`config.mk`:
```
export PLATFORM = sky130hd
export DESIGN_NAME = multicycle_control
export DESIGN_NICKNAME = d
export VERILOG_FILES = /design/src/rtl/multicycle_control.sv
export SDC_FILE = /design/constraint.sdc
export NUM_CORES = 1
export LEC_CHECK = 0
export BUFFER_PORTS_ARGS = -buffer_cell sky130_fd_sc_hd__clkbuf_2
export CAP_MARGIN = 20
export CELL_PAD_IN_SITES_DETAIL_PLACEMENT = 1
export CELL_PAD_IN_SITES_GLOBAL_PLACEMENT = 1
export CORE_MARGIN = 2
export CORE_UTILIZATION = 34
export CTS_BUF_LIST = sky130_fd_sc_hd__clkbuf_16
export DETAILED_ROUTE_END_ITERATION = 12
export PLACE_DENSITY_LB_ADDON = 0.1
export SYNTH_ARGS = -nofsm -noshare
export SYNTH_HDL_FRONTEND = slang
export SYNTH_SLANG_ARGS = --single-unit
```
`constraint.sdc`:
```
create_clock -name clk -period 5.9 [get_ports clk]
set_input_delay 1.77 -clock clk [delete_from_list [all_inputs] [get_ports clk]]
set_output_delay 1.77 -clock clk [all_outputs]
set_load 0.05 [all_outputs]
```
`src/rtl/multicycle_control.sv`:
```
// multicycle_control: sequencing FSM for the multicycle MIPS core.
// Define MC_PERF_CNT_EN to add cycle and retired-instruction counters.
module multicycle_control #(
  parameter int WAIT_MAX = 15
) (
  input  logic       clk,
  input  logic       rst,
  input  logic [5:0] opcode,
  input  logic       mem_ready,
  output logic       pc_write,
  output logic       pc_write_cond,
  output logic       iord,
  output logic       mem_read,
  output logic       mem_write,
  output logic       ir_write,
  output logic       mem_to_reg,
  output logic       reg_dst,
  output logic       reg_write,
  output logic       alu_src_a,
  output logic [1:0] alu_src_b,
  output logic [1:0] alu_op,
  output logic [1:0] pc_source,
  output logic       halted,
  output logic       timeout_err,
  output logic [3:0] state
`ifdef MC_PERF_CNT_EN
  ,
  output logic [31:0] cycle_cnt,
  output logic [31:0] retired_cnt
`endif
);

  typedef enum logic [3:0] {
    S_FETCH  = 4'd0,
    S_DECODE = 4'd1,
    S_MEMADR = 4'd2,
    S_MEMRD  = 4'd3,
    S_MEMWB  = 4'd4,
    S_MEMWR  = 4'd5,
    S_EXEC   = 4'd6,
    S_ALUWB  = 4'd7,
    S_BRANCH = 4'd8,
    S_ADDIEX = 4'd9,
    S_ADDIWB = 4'd10,
    S_JUMP   = 4'd11,
    S_HALT   = 4'd15
  } state_t;

  localparam logic [5:0] OP_R    = 6'h00;
  localparam logic [5:0] OP_LW   = 6'h23;
  localparam logic [5:0] OP_SW   = 6'h2B;
  localparam logic [5:0] OP_BEQ  = 6'h04;
  localparam logic [5:0] OP_ADDI = 6'h08;
  localparam logic [5:0] OP_J    = 6'h02;

  localparam int CW = (WAIT_MAX > 15) ? $clog2(WAIT_MAX + 1) : 4;
  localparam logic [CW-1:0] LIMIT = CW'(WAIT_MAX - 1);

  state_t        cur;
  state_t        nxt;
  logic [CW-1:0] wait_cnt;
  logic          is_wait;
  logic          tmo_set;
  logic          rdy;

  // Held-off ready keeps every write strobe quiet while rst is high
  assign rdy    = mem_ready & ~rst;
  assign state  = cur;
  assign halted = (cur == S_HALT);

  always_comb begin
    nxt     = cur;
    is_wait = 1'b0;
    tmo_set = 1'b0;
    unique case (cur)
      S_FETCH: begin
        is_wait = 1'b1;
        if (rdy) nxt = S_DECODE;
      end
      S_DECODE: begin
        unique case (1'b1)
          (opcode == OP_R):    nxt = S_EXEC;
          (opcode == OP_LW),
          (opcode == OP_SW):   nxt = S_MEMADR;
          (opcode == OP_BEQ):  nxt = S_BRANCH;
          (opcode == OP_ADDI): nxt = S_ADDIEX;
          (opcode == OP_J):    nxt = S_JUMP;
          default:             nxt = S_HALT;
        endcase
      end
      S_MEMADR: nxt = (opcode == OP_SW) ? S_MEMWR : S_MEMRD;
      S_MEMRD: begin
        is_wait = 1'b1;
        if (rdy) nxt = S_MEMWB;
      end
      S_MEMWR: begin
        is_wait = 1'b1;
        if (rdy) nxt = S_FETCH;
      end
      S_EXEC:   nxt = S_ALUWB;
      S_ADDIEX: nxt = S_ADDIWB;
      S_MEMWB,
      S_ALUWB,
      S_ADDIWB,
      S_BRANCH,
      S_JUMP:   nxt = S_FETCH;
      S_HALT:   nxt = S_HALT;
      default:  nxt = S_HALT;
    endcase
    if (is_wait && !rdy && wait_cnt == LIMIT) begin
      nxt     = S_HALT;
      tmo_set = 1'b1;
    end
  end

  always_comb begin
    pc_write      = 1'b0;
    pc_write_cond = 1'b0;
    iord          = 1'b0;
    mem_read      = 1'b0;
    mem_write     = 1'b0;
    ir_write      = 1'b0;
    mem_to_reg    = 1'b0;
    reg_dst       = 1'b0;
    reg_write     = 1'b0;
    alu_src_a     = 1'b0;
    alu_src_b     = 2'b00;
    alu_op        = 2'b00;
    pc_source     = 2'b00;
    unique case (cur)
      S_FETCH: begin
        mem_read  = 1'b1;
        alu_src_b = 2'b01;
        ir_write  = rdy;
        pc_write  = rdy;
      end
      S_DECODE: alu_src_b = 2'b11;
      S_MEMADR,
      S_ADDIEX: begin
        alu_src_a = 1'b1;
        alu_src_b = 2'b10;
      end
      S_MEMRD: begin
        iord     = 1'b1;
        mem_read = 1'b1;
      end
      S_MEMWB: begin
        mem_to_reg = 1'b1;
        reg_write  = 1'b1;
      end
      S_MEMWR: begin
        iord      = 1'b1;
        mem_write = 1'b1;
      end
      S_EXEC: begin
        alu_src_a = 1'b1;
        alu_op    = 2'b10;
      end
      S_ALUWB: begin
        reg_dst   = 1'b1;
        reg_write = 1'b1;
      end
      S_BRANCH: begin
        alu_src_a     = 1'b1;
        alu_op        = 2'b01;
        pc_write_cond = 1'b1;
        pc_source     = 2'b01;
      end
      S_ADDIWB: reg_write = 1'b1;
      S_JUMP: begin
        pc_write  = 1'b1;
        pc_source = 2'b10;
      end
      default: ;
    endcase
  end

  always_ff @(posedge clk or posedge rst) begin
    if (rst) begin
      cur         <= S_FETCH;
      wait_cnt    <= '0;
      timeout_err <= 1'b0;
    end else begin
      cur <= nxt;
      if (nxt != cur)
        wait_cnt <= '0;
      else if (is_wait && !mem_ready)
        wait_cnt <= wait_cnt + 1'b1;
      if (tmo_set)
        timeout_err <= 1'b1;
    end
  end

`ifdef MC_PERF_CNT_EN
  always_ff @(posedge clk or posedge rst) begin
    if (rst) begin
      cycle_cnt   <= '0;
      retired_cnt <= '0;
    end else begin
      if (cur != S_HALT)
        cycle_cnt <= cycle_cnt + 32'd1;
      if (nxt == S_FETCH && cur != S_FETCH)
        retired_cnt <= retired_cnt + 32'd1;
    end
  end
`endif

endmodule
```
# --- Word level (Yosys, flattened, before mapping) ---
# Index checks and enable logic that the tools add are counted.
totals:
  reg_bits: 9
  in_bits: 9
  word_cells: 65
classes:
  n_addsub: 1
  eq_ne: 19
  n_mux: 24
  bitwise_logic: 2
  reduce_logical: 16
ops:
  columns: ["operator", "count"]
  rows:
  - ["4-bit one-hot mux with 8 select lines", 1]
  - ["4-bit == test, second input constant", 6]
  - ["4-bit two-way mux", 6]
  - ["4-bit one-hot mux with 5 select lines", 1]
  - ["4-bit by 3-bit == test with 1-bit output, second input constant", 4]
  - ["6-bit == test, second input constant", 2]
  - ["1-bit two-way mux", 11]
  - ["4-bit by 2-bit == test with 1-bit output, second input constant", 2]
  - ["2-bit one-hot mux with 2 select lines", 2]
  - ["2-bit OR reduction", 4]
  - ["6-bit by 2-bit == test with 1-bit output, second input constant", 1]
  - ["6-bit by 3-bit == test with 1-bit output, second input constant", 1]
  - ["6-bit by 4-bit == test with 1-bit output, second input constant", 1]
  - ["6-bit zero test", 1]
  - ["2-bit one-hot mux with 3 select lines", 1]
  - ["3-bit OR reduction", 2]
  - ["5-bit OR reduction", 1]
  - ["4-bit by 1-bit adder with 4-bit output, second input constant", 1]
  - ["4-bit by 1-bit == test with 1-bit output, second input constant", 1]
  - ["4-bit zero test", 1]
  - ["4-bit inequality test", 1]
  - ["4-bit OR reduction", 1]
  - ["1-bit logical AND", 3]
  - ["3-bit two-way mux", 1]
  - ["other kinds (5)", 6]

# --- Logic depth before layout (Yosys ltp) ---
logic_depth:
  ltp_word: 8
  mapped_depth: 8

# --- Worst setup path after synthesis ---
# No wires, ideal clock.
synth_timing:
  path_type: "in2out"
  from: "in rst"
  to: "out pc_write"
  arrival_ns: 4.018
  required_time_ns: 4.130
  setup_slack_ns: 0.112
  stages: 3
  path_buffers: 0
  cell_sequence: "nand2b_1 -> nor4_1 -> or2_2"
synth_via:
  elab_chain_len: 3
synth_lines:
  columns: ["item", "line_no", "text"]
  rows:
  - ["start: declaration", "7", "input logic rst,"]
  - ["1-bit NOT", "67", "assign rdy = mem_ready & ~rst;"]
  - ["1-bit bitwise AND", "67", null]
  - ["1-bit one-hot mux with 2 select lines", "130", "unique case (cur)"]
  - ["end: declaration", "10", "output logic pc_write,"]
# No other way between the ends.

==> results.py <==
metrics = {
    "logic_synthesis": {
        "yosysWarnings": 0,
        "ys.flop_type": "dfrtp_1",
        "syn_area_um2": 967,
        "yosys_register_bits": 9,
        "ys_seq_area_share_pct": 23.3,
        "ys_types": 48,
        "syn-num-nets": 139,
        "synthArstFlopShare_pct": 100,
        "avgSynthCellArea_um2": 7.56,
        "synth_edf_count": 0,
        "netlist_instances": 128,
    },
    "clock_tree": {
        "tritoncts": "yes",
        "clk_pin_slew_ns": 0.04,
        "cts_buffer_depth": 2,
        "ctsResizeCount": 0,
        "postCtsHoldBufs": 0,
        "postCtsSetupBuffers": 0,
        "numCtsBuffers": 3,
        "worstSkewPairLatency_ns": 0.24,
        "clock_sinks": 9,
        "cts_max_level": 1,
        "clockRootBuffer": "clkbuf_16",
    },
    "critical_path": {
        "reg2reg_depth": 6,
        "start_kind": "primary input",
        "cp_cell_sequence": "clkbuf_2 > or4_4 > o211ai_1 > a32oi_2 > nand2_1 > nor2_1 > clkbuf_2",
        "cpMaxStageDelayCell": "or4_4",
        "required_ns": 4.13,
        "cp-endpoint": "halted",
        "critPathMaxStageDelay_ns": 0.55,
        "crit_arrival_ns": 3.31,
        "crit_start": "opcode[0]",
        "cp_max_fo": 5,
        "rr_startpoint": "state[1]",
        "crit_path_frequent_cell": "clkbuf_2",
        "reg2reg_slack_ns": 3.64,
        "r2r-end": "wait_cnt[3]",
        "cp-end-kind": "primary output",
        "path_class": "primary input to primary output",
    },
    "detailed_routing": {
        "antenna_left": 0,
        "via_count": 1030,
        "drtIter0Drc": 21,
        "dr.pass1.iters": 4,
        "drc": 0,
        "via_per_inst": 5.60,
        "wirelength_um": 2760,
        "wl_per_cell_um": 15.0,
    },
    "sta": {
        "rsz0062_at_grt": "no",
        "slew_violations": 0,
        "tightest_slew_ns": 0.719,
        "fin_tns_setup_ns": 0,
        "maxSlewHeadroom_pct": 52.1,
        "fin_worst_skew_ns": 0.00580,
        "fin_crit_ns": 5.08,
        "timing.final.crit_share_pct": 86.1,
        "timing.fmax_mhz": 197,
        "hold_violations": 0,
        "holdWs_ns": 0.457,
        "setup_viol": 0,
    },
    "global_route": {
        "grt_start_max_net_pins": 25,
        "grt_pass1_vias": 988,
        "grt.overflow.total": 0,
        "top_usage_layer": "met2",
        "antenna_found_initial": 0,
        "grt_pass1_wl_um": 4680,
        "grtUsageMet2_pct": 27.6,
        "use_met1_pct": 26.3,
        "grt.total_usage_pct": 18.0,
        "grt_use_met3_pct": 2.49,
    },
    "finish": {
        "drive_gt1_share_pct": 30.1,
        "final_cell_mix": "clkbuf_2 (30), nor2_1 (16), nand2_1 (15)",
        "num_antenna_cells": 0,
        "mostFrequentLayoutCell": "clkbuf_2",
        "area_delta_synth_final_pct": 21.9,
        "finalNetCount": 165,
    },
    "die": {
        "fp-row-count": 19,
        "io_pins": 31,
        "die_x_um": 57.3,
        "core_um2": 2730,
        "die_y_um": 57.3,
        "die-area_um2": 3290,
        "start_util_pct": 35.4,
    },
    "placement": {
        "dp_hpwl_um": 2150,
        "place_congestion": 0.744,
        "portBuffers": 30,
    },
    "min_path": {
        "hold_class": "flip-flop to flip-flop",
    },
    "run": {
        "drv_cap": 0,
    },
    "outcome": {
        "status": "finished clean",
    },
}
## final cells by class
type / count / area [um^2]
flip-flops and latches: 9 / 225
multi-input cells: 104 / 662
fillers: 345 / 1560
clock buffers: 3 / 75.1
well taps: 31 / 38.8
clock inverters: 1 / 5.00
repair buffers: 30 / 150
inverters: 6 / 22.5
## synth_stat cells, types with 3 or more instances
library cell  instances  area, um^2
xor2_1                3        26.3
o21ai_0               6        30.0
nor3_1                7        35.0
o211ai_1              3        22.5
inv_1                 6        22.5
nor2_1               16        60.1
clkbuf_1              3        11.3
nand4_1               3        18.8
a21oi_1               9        45.0
nand2_1              15        56.3
dfrtp_1               9         225
## worst min-delay path by stage
stage | endpoint | start | slack [ns] | cells past startpoint
finish | timeout_err | timeout_err | 0.46 | 1
CTS | timeout_err | timeout_err | 0.46 | 1
detailed placement | timeout_err | timeout_err | 0.45 | 1
global placement | timeout_err | timeout_err | 0.44 | 1
floorplan | wait_cnt[3] | wait_cnt[3] | 0.51 | 2
global route | timeout_err | timeout_err | 0.48 | 1
## metrics by stage
stage               instances  worst slack [ns]  instance area, um^2  utilization [%]
finish                    184             0.819                 1180             43.1
global route              184             0.741                 1180             43.1
CTS                       184             0.825                 1180             43.1
detailed placement        180             0.830                 1100             40.2
global placement          180             0.841                 1100             40.2
floorplan                 128             0.112                  967                -
## layer usage
layer,wire (um),vias up
met5,0,-
met4,38,0
met3,85,5
met2,1270,19
met1,1370,487
li1,-,519
## sequential cells by signal, indices dropped and copies added (netlist names)
signal / count
state: 4
timeout_err: 1
wait_cnt: 4
## logic make-up (layout without fill, tap and decap cells)
kind of cell | after synthesis | count (layout) | share of synthesized area [%]
XOR/XNOR | 5 | 5 | 4.53
buffers and inverters | 15 | 40 | 8.28
AO/OA/AOI/OAI | 40 | 40 | 31.2
flip-flops | 9 | 9 | 23.3
adder cells (fa/ha/maj) | 2 | 2 | 2.59
AND/OR/NAND/NOR | 57 | 57 | 30.1
## critical path: cells and delay by family
family | cells | cell delay (ns)
buffers and inverters | 2 | 0.35
AND/OR/NAND/NOR | 3 | 0.72
AO/OA/AOI/OAI | 2 | 0.46
Power is not shown: default switching activity piles up to over one toggle a cycle in this logic, so the estimate is an artifact.
